===== config.mk =====
export PLATFORM = sky130hd
export DESIGN_NAME = stream_arbiter
export DESIGN_NICKNAME = d
export VERILOG_FILES = /design/src/rtl/stream_arbiter.sv
export SDC_FILE = /design/constraint.sdc
export NUM_CORES = 1
export LEC_CHECK = 0
export CORE_AREA = 2 2 39 41
export CTS_CLUSTER_DIAMETER = 100
export DETAILED_ROUTE_END_ITERATION = 10
export DIE_AREA = 0 0 41 43
export GPL_ROUTABILITY_DRIVEN = 0
export PLACE_DENSITY_LB_ADDON = 0.15
export SETUP_SLACK_MARGIN = 0.5
export SLEW_MARGIN = 10
export SYNTH_ARGS = -nofsm -noshare
export SYNTH_HDL_FRONTEND = slang
export SYNTH_SLANG_ARGS = --single-unit

===== constraint.sdc =====
create_clock -name clk -period 2.8 [get_ports clk]
set_input_delay 0.42 -clock clk [delete_from_list [all_inputs] [get_ports clk]]
set_output_delay 0.42 -clock clk [all_outputs]
set_load 0.05 [all_outputs]

===== src/rtl/stream_arbiter.sv =====
// rtl/stream_arbiter.sv - round-robin NUM_REQ:1 valid/ready arbiter with a registered depth-2 output stage
// Optional packet lock: define STREAM_ARB_LOCK_EN.
module stream_arbiter #(
  parameter int  NUM_REQ    = 2,
  parameter int  DATA_WIDTH = 1,
  parameter type TYPE       = logic [DATA_WIDTH-1:0],
  localparam int SEL_W      = (NUM_REQ > 1) ? $clog2(NUM_REQ) : 1
) (
  input  logic               clk,
  input  logic               rstn,
  input  logic [NUM_REQ-1:0] w_valid,
  output logic [NUM_REQ-1:0] w_ready,
  input  TYPE                w_data [NUM_REQ],
  input  logic [NUM_REQ-1:0] w_last,
  output logic               r_valid,
  input  logic               r_ready,
  output TYPE                r_data,
  output logic               r_last,
  output logic [SEL_W-1:0]   r_sel
);

  logic             skid_valid;
  logic             skid_next;
  TYPE              skid_data;
  logic             skid_last;
  logic [SEL_W-1:0] skid_sel;
  logic             accept;
  logic [SEL_W-1:0] ptr;
  logic [SEL_W-1:0] next_ptr;
  logic [SEL_W-1:0] lo_idx;
  logic [SEL_W-1:0] hi_idx;
  logic             lo_any;
  logic             hi_any;
  logic [SEL_W-1:0] grant;
  logic             grant_any;
  logic             hs;
  logic             load_buf;
  TYPE              in_data;
  logic             in_last;

`ifdef STREAM_ARB_LOCK_EN
  typedef enum logic {IDLE, LOCKED} lock_state_t;
  lock_state_t      lock_state;
  logic [SEL_W-1:0] lock_src;
`endif

  // Lowest valid index at or above ptr wins; otherwise wrap to the lowest valid index.
  always_comb begin
    lo_idx = '0;
    hi_idx = '0;
    lo_any = 1'b0;
    hi_any = 1'b0;
    for (int j = NUM_REQ - 1; j >= 0; j--) begin
      if (w_valid[j]) begin
        lo_idx = SEL_W'(j);
        lo_any = 1'b1;
        if (SEL_W'(j) >= ptr) begin
          hi_idx = SEL_W'(j);
          hi_any = 1'b1;
        end
      end
    end
  end

  always_comb begin
    grant     = hi_any ? hi_idx : lo_idx;
    grant_any = lo_any;
`ifdef STREAM_ARB_LOCK_EN
    if (lock_state == LOCKED) begin
      grant     = lock_src;
      grant_any = w_valid[lock_src];
    end
`endif
  end

  always_comb begin
    for (int j = 0; j < NUM_REQ; j++) begin
      w_ready[j] = accept && grant_any && (grant == SEL_W'(j));
    end
  end

  assign hs        = accept && grant_any;
  assign in_data   = w_data[grant];
  assign in_last   = w_last[grant];
  assign next_ptr  = (grant == SEL_W'(NUM_REQ - 1)) ? '0 : grant + SEL_W'(1);
  assign load_buf  = !r_valid || r_ready;
  assign skid_next = load_buf ? 1'b0 : (skid_valid || hs);

  always_ff @(posedge clk or negedge rstn) begin
    if (!rstn) begin
      r_valid    <= 1'b0;
      skid_valid <= 1'b0;
      accept     <= 1'b0;
      ptr        <= '0;
`ifdef STREAM_ARB_LOCK_EN
      lock_state <= IDLE;
      lock_src   <= '0;
`endif
    end else begin
      if (load_buf) begin
        r_valid <= skid_valid || hs;
      end
      skid_valid <= skid_next;
      accept     <= !skid_next;
      if (hs) begin
`ifdef STREAM_ARB_LOCK_EN
        if (in_last) begin
          ptr <= next_ptr;
        end
        case (lock_state)
          IDLE: begin
            if (!in_last) begin
              lock_state <= LOCKED;
              lock_src   <= grant;
            end
          end
          LOCKED: begin
            if (in_last) begin
              lock_state <= IDLE;
            end
          end
          default: lock_state <= IDLE;
        endcase
`else
        ptr <= next_ptr;
`endif
      end
    end
  end

  // Payload registers carry no reset; they are qualified by r_valid / skid_valid.
  always_ff @(posedge clk) begin
    if (load_buf) begin
      if (skid_valid) begin
        r_data <= skid_data;
        r_last <= skid_last;
        r_sel  <= skid_sel;
      end else if (hs) begin
        r_data <= in_data;
        r_last <= in_last;
        r_sel  <= grant;
      end
    end else if (hs) begin
      skid_data <= in_data;
      skid_last <= in_last;
      skid_sel  <= grant;
    end
  end

  for (genvar i = 0; i < NUM_REQ; i++) begin : g_src_chk
    a_src_stable: assert property (@(posedge clk) disable iff (!rstn)
      (w_valid[i] && !w_ready[i]) |=> (w_valid[i] && $stable(w_data[i])));
  end

  a_ready_onehot0: assert property (@(posedge clk) disable iff (!rstn) $onehot0(w_ready));

endmodule

==> flow_summary.yaml <==
worst_setup_path:
  required_ps: 2380
  crit_chain: "clkdlybuf4s50_1, nand2_1, a21oi_1, dlygate4sd2_1"
  ff2ff_setup_slack_ps: 1480
  end_kind: "output port"
  r2r_cells: 3
  criticalPathCategory: "in2out"
  timing.rr.start: "ptr"
  r2r_end: "r_data"
  cp-start-kind: "primary input"
  arrival_ps: 1740
  crit_slowest_cell: "clkdlybuf4s50_1"
  crit_path_max_incr_delay_ps: 570
  crit_fanout: 4
synthesis:
  synthArstFlopShare: 0.400
  ys_ff_latch: 10
  synth_area_leaders: "edfxtp_1, dfrtp_1, nand2b_1"
  synth_cell_types: 18
  syn_area_um2: 449
  ys_seq_area_frac: 0.624
  ys_warn_count: 0
  syn_avg_cell_area_um2: 11.8
  synth_top_area_frac: 0.401
  syn-num-nets: 47
  yosys.area.top_type: "edfxtp_1"
  synth_ff_type: "edfxtp_1"
  syn_inst: 38
  synth_edf_count: 6
drt:
  ant_nets: 0
  drt_iter0_drc: 6
  wl_per_cell_um: 12.0
  drcViolationCount: 0
  wl_um: 863
  via_per_inst: 4.85
  drt_pass1_iterations: 3
  dr_total_vias: 349
min_path:
  hold_class: "in2async"
timing:
  final_hold_viol_count: 0
  min_period_over_period: 0.770
  skew_ps: 3.25
  period_needed_ps: 2160
  fmaxAchievable_mhz: 464
  rsz0062_at_grt: "false"
  tns_ps: 0
  setup_viol_count_final: 0
  slew_violations: 0
  worst_pin_slew_ps: 494
  slew_headroom: 0.670
power:
  p_leak_nw: 0.263
  power.density_nw_per_um2: 729
  ir_worst_vdd_uv: 370
  finalPower_mw: 0.468
cts:
  htreeDepth: 1
  clock-sinks: 10
  tritoncts: "done"
  cts_buffers: 3
  clk_pin_slew_ps: 70
  cts.hold.buffers_added: 0
  clk-insertion-delay-late_ps: 260
  cts_root_buf: "clkbuf_4"
  cts.path.max_buffers: 2
layout:
  final_area_um2: 642
  fillerInstances: 137
  syn_to_final_growth_pct: 42.9
  num-nets-final: 66
  layout-drive-gt1-share: 0.125
  antennaDiodeCount: 0
floorplanning:
  die_y_um: 43
  start_util: 0.325
  io_pins: 15
  design.core.area_um2: 1380
  row_count: 14
  fp.dieW_um: 41
  dieArea_um2: 1760
placement:
  port_buffers: 14
  dpl_cell_area_um2: 607
global_routing:
  grt_overflow_total: 0
  antenna_found_initial: 0
  grt_pass1_vias: 335
  grt_use_total: 0.129
  grt_start_max_net_pins: 10
  grt_pass1_wl_um: 1450
flow_run:
  drv_cap: 0
status:
  status: "finished clean"
==> layer usage <==
| metal | up-vias | share of wire | routed length, um | track usage |
|---|---|---|---|---|
| li1 | 170 | - | - | - |
| met5 | - | 0 | 0 | 0 |
| met4 | 0 | 0 | 0 | 0.0600 |
| met2 | 11 | 0.54 | 467 | 0.191 |
| met3 | 0 | 0.049 | 42 | 0.0628 |
| met1 | 168 | 0.41 | 352 | 0.150 |
==> critical path, delay by kind of cell <==
family,cells,cell delay (ps)
and+or+nand+nor,1,90
AOI/OAI and AO/OA,1,120
buffers and inverters,2,1110
==> cells in the final DEF (no fill, tap or decap), drive strengths merged <==
cell type      synthesis  layout
buf                    0       1
a21boi                 2       2
clkbuf                 0       4
inv                    1       1
dlygate4sd2            0       1
nor2b                  2       2
a31oi                  1       1
o31a                   2       2
dfrtp                  4       4
and3                   3       3
a21oi                  2       2
or2                    3       3
nand2b                 4       4
edfxtp                 6       6
nor2                   2       2
o21ai                  2       2
clkdlybuf4s50          0      12
nand2                  4       4
==> metrics by stage <==
| stage | hold WS [ps] | cells | setup slack (ps) | utilization |
|---|---|---|---|---|
| 5_1_grt | 349 | 72 | 583 | 0.464 |
| 6_report | 354 | 72 | 643 | 0.464 |
| 4_1_cts | 354 | 72 | 628 | 0.464 |
| 3_5_place_dp | 516 | 68 | 355 | 0.439 |
| 2_1_floorplan | 124 | 38 | 1160 | - |
| 3_3_place_gp | 495 | 68 | 414 | 0.439 |
==> area by class of cell <==
type | instances | area [um2] | share of cell area
Timing Repair Buffer | 14 | 136 | 0.212
Sequential cell | 10 | 280 | 0.437
Inverter | 1 | 3.75 | 0.00585
Clock buffer | 4 | 36.3 | 0.0565
Tap cell | 16 | 20.0 | 0.0312
Multi-Input combinational cell | 27 | 165 | 0.257
==> synthesized netlist by cell type (2+ instances only) <==
cell,number
a21oi_1,2
and3_1,2
dfrtp_1,4
edfxtp_1,6
nand2_1,4
nand2b_1,3
nor2_1,2
nor2b_1,2
o31a_1,2
or2_1,3
==> report_power, final <==
| part | internal, mW | total, mW | switching, mW | leakage (nW) |
|---|---|---|---|---|
| registers | 0.185 | 0.199 | 0.0145 | 0.102 |
| clock network | 0.0789 | 0.129 | 0.0496 | 0.0210 |
| logic | 0.0559 | 0.140 | 0.0839 | 0.141 |
| total | 0.320 | 0.468 | 0.148 | 0.263 |
==> cells by family after synthesis <==
kind of cell,Yosys count,synth area share
compound gates,9,0.131
buf+inv,1,0.00835
flops,10,0.624
simple gates,18,0.237
==> how the worst max path moves through the flow <==
| stage | start | end | slack [ps] | cells after the start |
|---|---|---|---|---|
| 3_3_place_gp | w_valid[0] | w_ready[0] | 410 | 4 |
| 2_1_floorplan | w_valid[0] | w_ready[0] | 1160 | 2 |
| 4_1_cts | w_valid[0] | w_ready[0] | 630 | 4 |
| 5_1_grt | w_valid[0] | w_ready[0] | 580 | 4 |
| 3_5_place_dp | w_valid[0] | w_ready[0] | 350 | 4 |
| 6_report | w_valid[0] | w_ready[0] | 640 | 4 |
==> what timing repair did <==
action,CTS,global route
endpoints found under the setup margin,1,0
hold endpoints to repair,0,0
gates resized for setup,1,0
buffers inserted,0,0
Power figures use the tool's default switching activity.
